### config.mk
export PLATFORM = sky130hd
export DESIGN_NAME = mi_sequencer
export DESIGN_NICKNAME = d
export VERILOG_FILES = /design/src/rtl/mi_sequencer_pkg.sv /design/src/rtl/mi_sequencer_wait_timer.sv /design/src/rtl/mi_sequencer.sv
export SDC_FILE = /design/constraint.sdc
export NUM_CORES = 1
export LEC_CHECK = 0
export ABC_CLOCK_PERIOD_IN_PS = 5300
export BUFFER_PORTS_ARGS = -buffer_cell sky130_fd_sc_hd__buf_2
export CELL_PAD_IN_SITES_DETAIL_PLACEMENT = 1
export CELL_PAD_IN_SITES_GLOBAL_PLACEMENT = 1
export CORE_MARGIN = 2
export CORE_UTILIZATION = 40
export DETAILED_ROUTE_END_ITERATION = 10
export HOLD_SLACK_MARGIN = 0.1
export PLACE_DENSITY_LB_ADDON = 0.15
export SLEW_MARGIN = 30
export SYNTH_ARGS = -nofsm -noshare
export SYNTH_HDL_FRONTEND = slang
export SYNTH_SLANG_ARGS = --single-unit
### constraint.sdc
create_clock -name clk -period 5.3 [get_ports clk]
set_input_delay 0.53 -clock clk [delete_from_list [all_inputs] [get_ports clk]]
set_output_delay 0.53 -clock clk [all_outputs]
set_load 0.01 [all_outputs]
### src/rtl/mi_sequencer_pkg.sv
// Shared micro-instruction definitions: MIR field positions, sequencer state
// encoding and the ROM's "undecoded" code. The micro-instruction ROM uses the
// same package so both sides agree on the field layout.
package mi_sequencer_pkg;

    localparam int MI_W    = 33;
    localparam int OPND_W  = 11;
    localparam int TIMEOUT = 15;

    // Layout: {ALU[32:29],SH[28:27],Kmx[26],MR[25],MW[24],B[23:18],C[17:12],T[11:5],A[4:0]}
    localparam int ALU_MSB  = 32;
    localparam int ALU_LSB  = 29;
    localparam int SH_MSB   = 28;
    localparam int SH_LSB   = 27;
    localparam int KMX_BIT  = 26;
    localparam int MR_BIT   = 25;
    localparam int MW_BIT   = 24;
    localparam int B_MSB    = 23;
    localparam int B_LSB    = 18;
    localparam int C_MSB    = 17;
    localparam int C_LSB    = 12;
    localparam int T_MSB    = 11;
    localparam int T_LSB    = 5;
    localparam int JUMP_BIT = 11;
    localparam int A_MSB    = 4;
    localparam int A_LSB    = 0;

    localparam logic [MI_W-1:0] MI_ILLEGAL = 33'd1;

    typedef enum logic [1:0] {
        IDLE = 2'd0,
        EXEC = 2'd1,
        MEM  = 2'd2,
        WB   = 2'd3
    } mi_state_t;

endpackage

### src/rtl/mi_sequencer_wait_timer.sv
// Memory wait timer: counts MEM cycles spent without mem_ready and flags the
// cycle on which the wait limit is reached. Only instantiated by mi_sequencer
// when MI_MEM_TIMEOUT_EN is defined.
module mi_sequencer_wait_timer
    import mi_sequencer_pkg::*;
#(
    parameter int LIMIT = TIMEOUT
) (
    input  logic clk,
    input  logic rst_n,
    input  logic clear,
    input  logic count_en,
    output logic expired
);

    localparam logic [3:0] LAST = 4'(LIMIT - 1);

    logic [3:0] count;

    // Counter restarts on MEM entry and advances once per unanswered MEM cycle.
    always_ff @(posedge clk or negedge rst_n) begin
        if (!rst_n) begin
            count <= 4'd0;
        end else if (clear) begin
            count <= 4'd0;
        end else if (count_en) begin
            count <= count + 4'd1;
        end
    end

    assign expired = count_en && (count == LAST);

endmodule

### src/rtl/mi_sequencer.sv
// Micro-instruction sequencer: captures a micro-instruction and its operand
// into the MIR, then walks EXEC / MEM handshake / WB while driving the
// datapath selects, memory strobes and PC jump. Optional memory timeout is
// enabled with the MI_MEM_TIMEOUT_EN macro.
module mi_sequencer
    import mi_sequencer_pkg::*;
(
    input  logic              clk,
    input  logic              rst_n,
    input  logic [MI_W-1:0]   mi_in,
    input  logic [OPND_W-1:0] opnd_in,
    input  logic              mi_valid,
    output logic              mi_req,
    output logic [3:0]        alu_op,
    output logic [1:0]        sh_op,
    output logic              kmx,
    output logic [4:0]        a_sel,
    output logic [5:0]        b_sel,
    output logic [5:0]        c_sel,
    output logic              c_we,
    output logic              mem_rd,
    output logic              mem_wr,
    input  logic              mem_ready,
    output logic              pc_load,
    output logic [OPND_W-1:0] pc_target,
    output logic              illegal,
    output logic              mem_err
);

    mi_state_t         state;
    logic [MI_W-1:0]   mir;
    logic [OPND_W-1:0] opnd;

    // Fields whose values are already forwarded to registered outputs at
    // capture time, plus T[5:0] reserved for the next-address sequencer.
    logic unused_mir_bits;
    assign unused_mir_bits = ^{mir[ALU_MSB:KMX_BIT], mir[B_MSB:B_LSB], mir[C_MSB:C_LSB],
                               mir[T_MSB-1:T_LSB], mir[A_MSB:A_LSB]};

    assign pc_target = opnd;

`ifdef MI_MEM_TIMEOUT_EN
    logic wait_clear;
    logic wait_en;
    logic wait_expired;
    logic mem_err_q;

    assign wait_clear = (state == EXEC);
    assign wait_en    = (state == MEM) && !mem_ready;
    assign mem_err    = mem_err_q;

    mi_sequencer_wait_timer #(
        .LIMIT (TIMEOUT)
    ) u_wait_timer (
        .clk      (clk),
        .rst_n    (rst_n),
        .clear    (wait_clear),
        .count_en (wait_en),
        .expired  (wait_expired)
    );
`else
    assign mem_err = 1'b0;
`endif

    // Sequencer FSM with all outputs registered alongside the state.
    always_ff @(posedge clk or negedge rst_n) begin
        if (!rst_n) begin
            state   <= IDLE;
            mir     <= '0;
            opnd    <= '0;
            mi_req  <= 1'b1;
            alu_op  <= 4'd0;
            sh_op   <= 2'd0;
            kmx     <= 1'b0;
            a_sel   <= 5'd0;
            b_sel   <= 6'd0;
            c_sel   <= 6'd0;
            c_we    <= 1'b0;
            mem_rd  <= 1'b0;
            mem_wr  <= 1'b0;
            pc_load <= 1'b0;
            illegal <= 1'b0;
`ifdef MI_MEM_TIMEOUT_EN
            mem_err_q <= 1'b0;
`endif
        end else begin
            illegal <= 1'b0;
            c_we    <= 1'b0;
            pc_load <= 1'b0;
`ifdef MI_MEM_TIMEOUT_EN
            mem_err_q <= 1'b0;
`endif
            case (state)
                IDLE: begin
                    if (mi_valid) begin
                        if (mi_in == MI_ILLEGAL) begin
                            illegal <= 1'b1;
                        end else begin
                            mir    <= mi_in;
                            opnd   <= opnd_in;
                            state  <= EXEC;
                            mi_req <= 1'b0;
                            alu_op <= mi_in[ALU_MSB:ALU_LSB];
                            sh_op  <= mi_in[SH_MSB:SH_LSB];
                            kmx    <= mi_in[KMX_BIT];
                            a_sel  <= mi_in[A_MSB:A_LSB];
                            b_sel  <= mi_in[B_MSB:B_LSB];
                            c_sel  <= mi_in[C_MSB:C_LSB];
                        end
                    end
                end
                EXEC: begin
                    alu_op <= 4'd0;
                    sh_op  <= 2'd0;
                    kmx    <= 1'b0;
                    a_sel  <= 5'd0;
                    b_sel  <= 6'd0;
                    if (mir[MR_BIT] || mir[MW_BIT]) begin
                        state  <= MEM;
                        mem_rd <= mir[MR_BIT];
                        mem_wr <= mir[MW_BIT];
                    end else begin
                        state   <= WB;
                        c_we    <= (c_sel != 6'd0);
                        pc_load <= mir[JUMP_BIT];
                    end
                end
                MEM: begin
                    if (mem_ready) begin
                        state   <= WB;
                        mem_rd  <= 1'b0;
                        mem_wr  <= 1'b0;
                        c_we    <= (c_sel != 6'd0);
                        pc_load <= mir[JUMP_BIT];
                    end
`ifdef MI_MEM_TIMEOUT_EN
                    else if (wait_expired) begin
                        state     <= IDLE;
                        mem_rd    <= 1'b0;
                        mem_wr    <= 1'b0;
                        c_sel     <= 6'd0;
                        mi_req    <= 1'b1;
                        mem_err_q <= 1'b1;
                    end
`endif
                end
                WB: begin
                    state  <= IDLE;
                    c_sel  <= 6'd0;
                    mi_req <= 1'b1;
                end
                default: begin
                    state <= IDLE;
                end
            endcase
        end
    end

endmodule

==> impl_metrics.tcl, run 1 <==
set metrics [dict create \
    synthTopCellsByArea "dfrtp_1 50%, o2bb2ai_1 5.4%, mux2_4 5.3%" \
    crit_path_end_kind "flip-flop" \
    power.share.sequential_pct 40.2 \
    hold_viol 0 \
    htreeDepth 2 \
    ctsRootBufferMaster "clkbuf_8" \
    period_minus_slack_ps 2620 \
    wl_per_cell_um 18.2 \
    intPower_uw 961 \
    final_max_slew_viol_count 0 \
    clk_pin_slew_ps 80 \
    synth_seq_area_share_pct 51.0 \
    via_per_inst 5.47 \
    pwr-share-clk_pct 12.8 \
    clk_latency_ps 290 \
    ff2ff_setup_slack_ps 2680 \
    initial_core_util_pct 41.3 \
    clk_path_buf_depth 2 \
    ff2ff_path_depth 6 \
    fin_crit_sh_pct 49.4 \
    numCtsBuffers 5 \
    regArea_um2 1150 \
    r2r_end "b_sel[1]" \
    hpwl_um 4690 \
    max-vdd-ir-drop_mv 0.245 \
    rows 27 \
    grt_pass1_vias 2006 \
    status "finished clean" \
    finalCoreUtilization_pct 51.6 \
    finalWeightedCongestion 0.835 \
    synth-async-reset-ratio_pct 100 \
    area_growth_pct 25.0 \
    reg2reg_from "state[1]" \
    leakagePower_nw 1.44 \
    setup_viol 0 \
    die_area_um2 6260 \
    power.density_nw_per_um2 565 \
    synth-warning-count 0 \
    grt_max_degree 47 \
    post-route-drc-count 0 \
    synth_cell_types 45 \
    synth_flop_cell "dfrtp_1" \
    fin_nets 318 \
    hold_ws_ps 233 \
    worst_slack_ps 2680 \
    holdCritPathClass "input pin to asynchronous set/reset pin" \
    cts_sinks 46 \
    track_usage_pct 20.9 \
    crit_fanout 20 \
    crit_path_start "state[1]" \
    p_switching_uw 634 \
    tns_ps 0 \
    drt_wl_total_um 6170 \
    synth_edf_count 0 \
    critPathRequiredTime_ps 5520 \
    die-width_um 79.1 \
    drive_gt1_share_pct 45.3 \
    postRouteAntennaNets 0 \
    maxCapViolCount 0 \
    grt-ovfl-total 0 \
    crit_type "flip-flop to flip-flop" \
    switching_share_pct 39.8 \
    antenna_found_initial 0 \
    cts_resized 0 \
    worstPathArrival_ps 2840 \
    rsz0062_at_grt "false" \
    syn_area_um2 2260 \
    syn_area_per_cell_um2 12.5 \
    die_h_um 79.1 \
    pwr-share-comb_pct 47.1 \
    drtIter0Drc 90 \
    start_kind "flip-flop" \
    synth_top_cell_area_share_pct 49.9 \
    port_buffers 88 \
    place_inst 331 \
    fmaxAchievable_mhz 382 \
    ctsHoldBuffers 0 \
    diodes 0 \
    pre_cts_ws_ps 2490 \
    instances_no_fill 339 \
    multi_input_area_um2 1030 \
    synth_top_area_cell "dfrtp_1" \
    finalClockSkew_ps 6.66 \
    postSynthCellCount 181 \
    maxSlewHeadroom_pct 39.6 \
    synth_fp_nets 233 \
    io_pins 90 \
    cts_setup_buffers 0 \
    core_um2 5470 \
    grt_pass1_wl_um 10100 \
    ys_ff_latch 46 \
    cts_tree "done" \
    num_vias 1854 \
    tightest_slew_ps 906 \
    n_fill_cell 645 \
    first_pass_iters 4 \
]
## synth_stat cells (2+ instances only)
| cell | number |
|---|---|
| buf_6 | 2 |
| o21ai_0 | 3 |
| nand2_1 | 3 |
| nor4_1 | 5 |
| o2bb2ai_1 | 14 |
| mux2_2 | 5 |
| nand3_1 | 2 |
| dfrtp_1 | 45 |
| nor2b_1 | 2 |
| nor4_4 | 2 |
| and3_1 | 8 |
| nor2_1 | 5 |
| mux2_4 | 8 |
| nand2b_1 | 3 |
| a21oi_1 | 12 |
| clkbuf_1 | 7 |
| ha_1 | 4 |
| a22oi_1 | 10 |
| a22o_1 | 9 |
| inv_1 | 5 |
| o2bb2ai_2 | 3 |
## worst max-delay path, stage by stage (launching register included)
cell       delay (ps)
dfrtp_1           430
inv_1             150
ha_1              440
inv_1             430
o41ai_4           730
buf_6             230
o2bb2ai_1         120
## layer usage
| layer | vias up | GRT usage (%) | wire length [um] |
|---|---|---|---|
| met2 | 45 | 36.4 | 3180 |
| met4 | 0 | 4.66 | 60 |
| met5 | - | 0 | 0 |
| li1 | 869 | - | - |
| met3 | 4 | 4.32 | 263 |
| met1 | 936 | 26.9 | 2670 |
## logic make-up after synthesis
group                      count (synthesis)  synth area share (%)
AOI/OAI and AO/OA                         62                  23.3
DFF                                       46                  51.0
and+or+nand+nor                           39                  12.0
buffers and inverters                     16                  3.49
muxes                                     13                  7.81
adders and majority gates                  4                  2.22
other                                      1                 0.166
## area by class of cell
class	instances	share of cell area, %
multi-input combinational	119	36.4
inverter	5	0.665
sequential	46	40.8
tap	72	3.19
timing repair buffer	89	16.1
clock buffer	8	2.84
## layout by cell type (no fill, tap or decap), types with 3 or more instances in the layout
| cell type | instances |
|---|---|
| mux2_2 | 5 |
| o2bb2ai_2 | 3 |
| mux2_4 | 8 |
| buf_2 | 87 |
| o21ai_0 | 3 |
| nand2b_1 | 3 |
| o2bb2ai_1 | 14 |
| dfrtp_1 | 45 |
| clkbuf_1 | 3 |
| and3_1 | 8 |
| ha_1 | 4 |
| inv_1 | 5 |
| a22o_1 | 9 |
| clkbuf_8 | 5 |
| nor2_1 | 5 |
| nor4_1 | 5 |
| a21oi_1 | 12 |
| a22oi_1 | 10 |
| nand2_1 | 3 |
## through the flow
step / power, mW / instance area [um2]
floorplan: 1.12 / 2260
global placement: 1.38 / 2730
detailed placement: 1.40 / 2740
CTS: 1.61 / 2820
global route: 1.72 / 2820
finish: 1.60 / 2820
## flip-flops by register name (all words and copies together) (netlist names)
register,count
pc_target,11
b_sel,6
c_sel,6
a_sel,5
alu_op,4
mir,3
sh_op,2
state,2
c_we,1
illegal,1
kmx,1
mem_rd,1
mem_wr,1
mi_req,1
pc_load,1
## worst max-delay path by stage
stage                         endpoint  slack (ps)  depth (start not counted)
final                         b_sel[1]        2680                          6
after global routing          a_sel[3]        2430                          6
after CTS                     b_sel[1]        2670                          6
after detailed placement  pc_target[0]        2490                          5
after global placement    pc_target[1]        2490                          5
after floorplan                mir[24]        3230                          5
## power by group through the flow
stage	Combinational [mW]	Clock (mW)	Sequential, mW
6_report	0.751	0.203	0.641
5_1_grt	0.832	0.221	0.665
4_1_cts	0.761	0.211	0.641
3_5_place_dp	0.758	0	0.646
3_3_place_gp	0.738	0	0.639
2_1_floorplan	0.420	0	0.695
Power figures use the tool's default switching activity.
==> inputs of run 2 (changes only) <==
ABC_CLOCK_PERIOD_IN_PS = 2350   (was 5300)
CORE_UTILIZATION = 33   (was 40)
clock period = 2.35 ns   (was 5.3 ns; I/O delays follow)
==> impl_metrics.tcl, run 2 (synthesized netlist as in run 1, its figures left out) <==
set metrics [dict create \
    crit_buf_inv 1 \
    final_max_slew_viol_count 0 \
    track_usage_pct 17.8 \
    die_h_um 86.7 \
    holdCritPathClass "input pin to flip-flop" \
    initial_core_util_pct 33.6 \
    worstPathArrival_ps 2150 \
    num_vias 1897 \
    rsz0062_at_grt "false" \
    hold_viol 0 \
    cts_sinks 46 \
    cts_tree "done" \
    clk_pin_slew_ps 80 \
    cts_setup_buffers 0 \
    drtIter0Drc 65 \
    grt_max_degree 18 \
    largest_reg_flops 11 \
    finalWeightedCongestion 0.790 \
    rows 30 \
    fmaxAchievable_mhz 510 \
    tns_ps 0 \
    port_buffers 88 \
    crit_type "flip-flop to flip-flop" \
    final_common_cell "buf_2" \
    first_pass_iters 4 \
    start_kind "flip-flop" \
    numCtsBuffers 5 \
    period_minus_slack_ps 1960 \
    hpwl_um 4820 \
    via_per_inst 5.33 \
    cts_resized 0 \
    placed_cell_area_um2 2810 \
    crit_path_end_kind "flip-flop" \
    n_fill_cell 764 \
    final_cell_mix "88 x buf_2, 45 x dfrtp_1, 14 x o2bb2ai_1" \
    crit_chain "inv_1 > ha_1 > and2_1 > a21oi_1 > a41o_1 > a22o_2" \
    fin_nets 327 \
    slowest_delay_ps 420 \
    min_path_cells 2 \
    ctsHoldBuffers 1 \
    grt_pass1_wl_um 10400 \
    pre_cts_ws_ps 293 \
    crit_fanout 7 \
    die_area_um2 7520 \
    hold_ws_ps 166 \
    drt_wl_total_um 6360 \
    critPathRequiredTime_ps 2540 \
    io_pins 90 \
    clk_latency_ps 300 \
    leakagePower_nw 1.48 \
    fin_crit_sh_pct 83.4 \
    worst_slack_ps 390 \
    clk_path_buf_depth 2 \
    ff2ff_path_depth 6 \
    worst-path-stages 6 \
    maxCapViolCount 0 \
    post-route-drc-count 0 \
    power.density_nw_per_um2 1260 \
    grt-ovfl-total 0 \
    slowest_stage "dfrtp_1" \
    die-width_um 86.7 \
    grt_pass1_vias 2030 \
    finalClockSkew_ps 4.69 \
    ctsRootBufferMaster "clkbuf_8" \
    stdcell_area_um2 2900 \
    core_um2 6720 \
    crit_family "compound AO/OA/AOI/OAI gates" \
    wl_per_cell_um 17.9 \
    diodes 0 \
    max-vdd-ir-drop_mv 0.350 \
    status "finished clean" \
    drive_gt1_share_pct 46.7 \
    area_growth_pct 28.3 \
    antenna_found_initial 0 \
    postRouteAntennaNets 0 \
    htreeDepth 2 \
    finalCoreUtilization_pct 43.1 \
    setup_viol 0 \
]
==> run 2: changes by cell type in the layout (fill, tap and decap cells not counted) <==
cell           delta
buf_2             +1
buf_6             -1
buf_4             +8
dlygate4sd3_1     +1
==> run 2: worst paths after layout <==
kind                       slack, ps      endpoint  startpoint
max reg2reg                      390      b_sel[3]    state[1]
max                              390      b_sel[3]    state[1]
min                              170  pc_target[1]  opnd_in[1]
max in group asynchronous       1370        mi_req       rst_n
min in group asynchronous        370       pc_load       rst_n
min reg2reg                      500      b_sel[0]    b_sel[0]
==> run 2: area by class of cell <==
class / count / area [um2] / share of cell area, %
multi-input combinational: 119 / 1030 / 35.5
clock buffer: 8 / 80.1 / 2.76
inverter: 5 / 18.8 / 0.648
timing repair buffer: 98 / 518 / 17.9
sequential: 46 / 1150 / 39.8
tap: 80 / 100 / 3.46
==> run 2: metrics by stage <==
stage,power [mW],instances
6_report,3.64,356
3_5_place_dp,3.19,347
4_1_cts,3.69,356
3_3_place_gp,3.18,347
2_1_floorplan,2.51,181
5_1_grt,3.93,356
==> run 2: where the power goes <==
part | switching [mW] | internal [mW]
Clock | 0.259 | 0.212
Combinational | 0.914 | 0.820
Sequential | 0.267 | 1.17
Total | 1.44 | 2.20
==> run 2: per-layer routing <==
metal	GRT usage (%)	part of all wire [%]
met5	0	0
met2	27.9	46
met1	24.7	48
met4	4.83	1.3
met3	4.00	4.6
==> inputs of run 3 (changes only) <==
ABC_CLOCK_PERIOD_IN_PS = 1750   (was 2350)
clock period = 1.75 ns   (was 2.35 ns; I/O delays follow)
==> impl_metrics.tcl, run 3 (synthesized netlist as in run 1, its figures left out) <==
set metrics [dict create \
    status "finished clean" \
    ctsRootBufferMaster "clkbuf_8" \
    cts_tree "done" \
    power.density_nw_per_um2 1660 \
    wl_per_cell_um 17.0 \
    drtIter0Drc 40 \
    fin_nets 352 \
    crit_type "flip-flop to flip-flop" \
    area_growth_pct 40.2 \
    drive_gt1_share_pct 51.8 \
    cts_sinks 46 \
    fin_crit_sh_pct 95.1 \
    num_vias 1961 \
    largest_reg_flops 11 \
    clk_latency_ps 290 \
    final_cell_mix "88 x buf_2, 45 x dfrtp_1, 25 x buf_4" \
    finalClockSkew_ps 5.43 \
    grt_pass1_wl_um 10600 \
    hold_viol 0 \
    post-route-drc-count 0 \
    cts_setup_buffers 0 \
    final_common_cell "buf_2" \
    holdCritPathClass "input pin to flip-flop" \
    numCtsBuffers 5 \
    core_um2 6720 \
    maxSlewHeadroom_pct 61.4 \
    grt-ovfl-total 0 \
    power.share.sequential_pct 36.6 \
    track_usage_pct 18.0 \
    clk_pin_slew_ps 90 \
    hpwl_um 4950 \
    first_pass_iters 4 \
    instances_no_fill 381 \
    pwr-share-comb_pct 48.6 \
    critPathRequiredTime_ps 1940 \
    postRouteAntennaNets 0 \
    rsz0062_at_grt "false" \
    placed_cell_area_um2 2960 \
    via_per_inst 5.15 \
    die_area_um2 7520 \
    crit_fanout 7 \
    drt_wl_total_um 6490 \
    finalWeightedCongestion 0.761 \
    max-vdd-ir-drop_mv 0.652 \
    final_max_slew_viol_count 0 \
    port_buffers 88 \
    worstPathArrival_ps 1850 \
    switching_share_pct 38.0 \
    pwr-share-clk_pct 14.8 \
    setup_viol 0 \
    p_switching_mw 1.99 \
    power_mw 5.24 \
    maxCapViolCount 0 \
    fmaxAchievable_mhz 601 \
    place_inst 366 \
    io_pins 90 \
    initial_core_util_pct 33.6 \
    die_h_um 86.7 \
    clk_path_buf_depth 2 \
    die-width_um 86.7 \
    antenna_found_initial 0 \
    rows 30 \
    period_minus_slack_ps 1660 \
    tightest_slew_ps 579 \
    diodes 0 \
    grt_max_degree 47 \
    intPower_mw 3.25 \
    stdcell_area_um2 3170 \
    start_kind "flip-flop" \
    finalCoreUtilization_pct 47.1 \
    leakagePower_nw 1.63 \
    crit_path_end_kind "flip-flop" \
    htreeDepth 2 \
    grt_pass1_vias 2134 \
]
run 3: changes by cell type in the layout (fill, tap and decap cells not counted), sizes merged:
cell,change
buf,+19
dlygate4sd3,+6
clkbuf,-3
clkinv,+2
bufinv,+1
run 3: layout make-up:
cell class	instances	area (um2)
inverter	5	18.8
fill	752	3550
clock buffer	5	68.8
timing repair buffer	123	741
tap	80	100
clock inverter	3	40.0
sequential	46	1150
multi-input combinational	119	1040
run 3: per-layer routing:
metal	GRT usage [%]	share of wire, %
met1	24.8	47
met2	29.2	48
met3	3.71	4.1
met4	4.26	0.51
met5	0	0
run 3: final timing paths:
check,startpoint,to,cells past startpoint,slack [ps]
max,state[0],b_sel[3],6,90
min,opnd_in[2],pc_target[2],2,110
max reg2reg,state[0],b_sel[3],6,90
min reg2reg,mir[11],mir[11],1,500
max in group asynchronous,rst_n,pc_target[3],3,860
min in group asynchronous,rst_n,c_sel[2],3,480
run 3: what timing repair did:
item / 4_1_cts / 5_1_grt
hold buffers: 7 / 0
setup endpoints to repair: 1 / 24
endpoints found under the hold margin: 51 / 0
resized for setup: 1 / 6
pin swaps: 0 / 1
gates cloned: 0 / 0
run 3: power by group through the flow:
stage	clock network [mW]	logic [mW]	registers, mW
floorplan	0	1.27	2.11
global placement	0	2.48	1.93
detailed placement	0	2.53	1.94
CTS	0.807	2.55	1.92
global route	0.843	2.79	1.98
finish	0.774	2.55	1.92
run 3: worst max-delay path: stages, from the launching register on:
cell and delay [ps]:
dfrtp_1 390, inv_1 110, ha_2 230, and2_4 180, a21oi_1 50, a41o_1 310
a22o_2 290
run 3: per-stage QoR:
step	hold WS (ps)	setup TNS, ps	worst slack, ps
after global placement	305	-4730	-178
after detailed placement	304	-5310	-198
final	109	0	85.4
after floorplan	-121	0	31.3
after CTS	100	0	20.1
after global routing	103	0	0.397
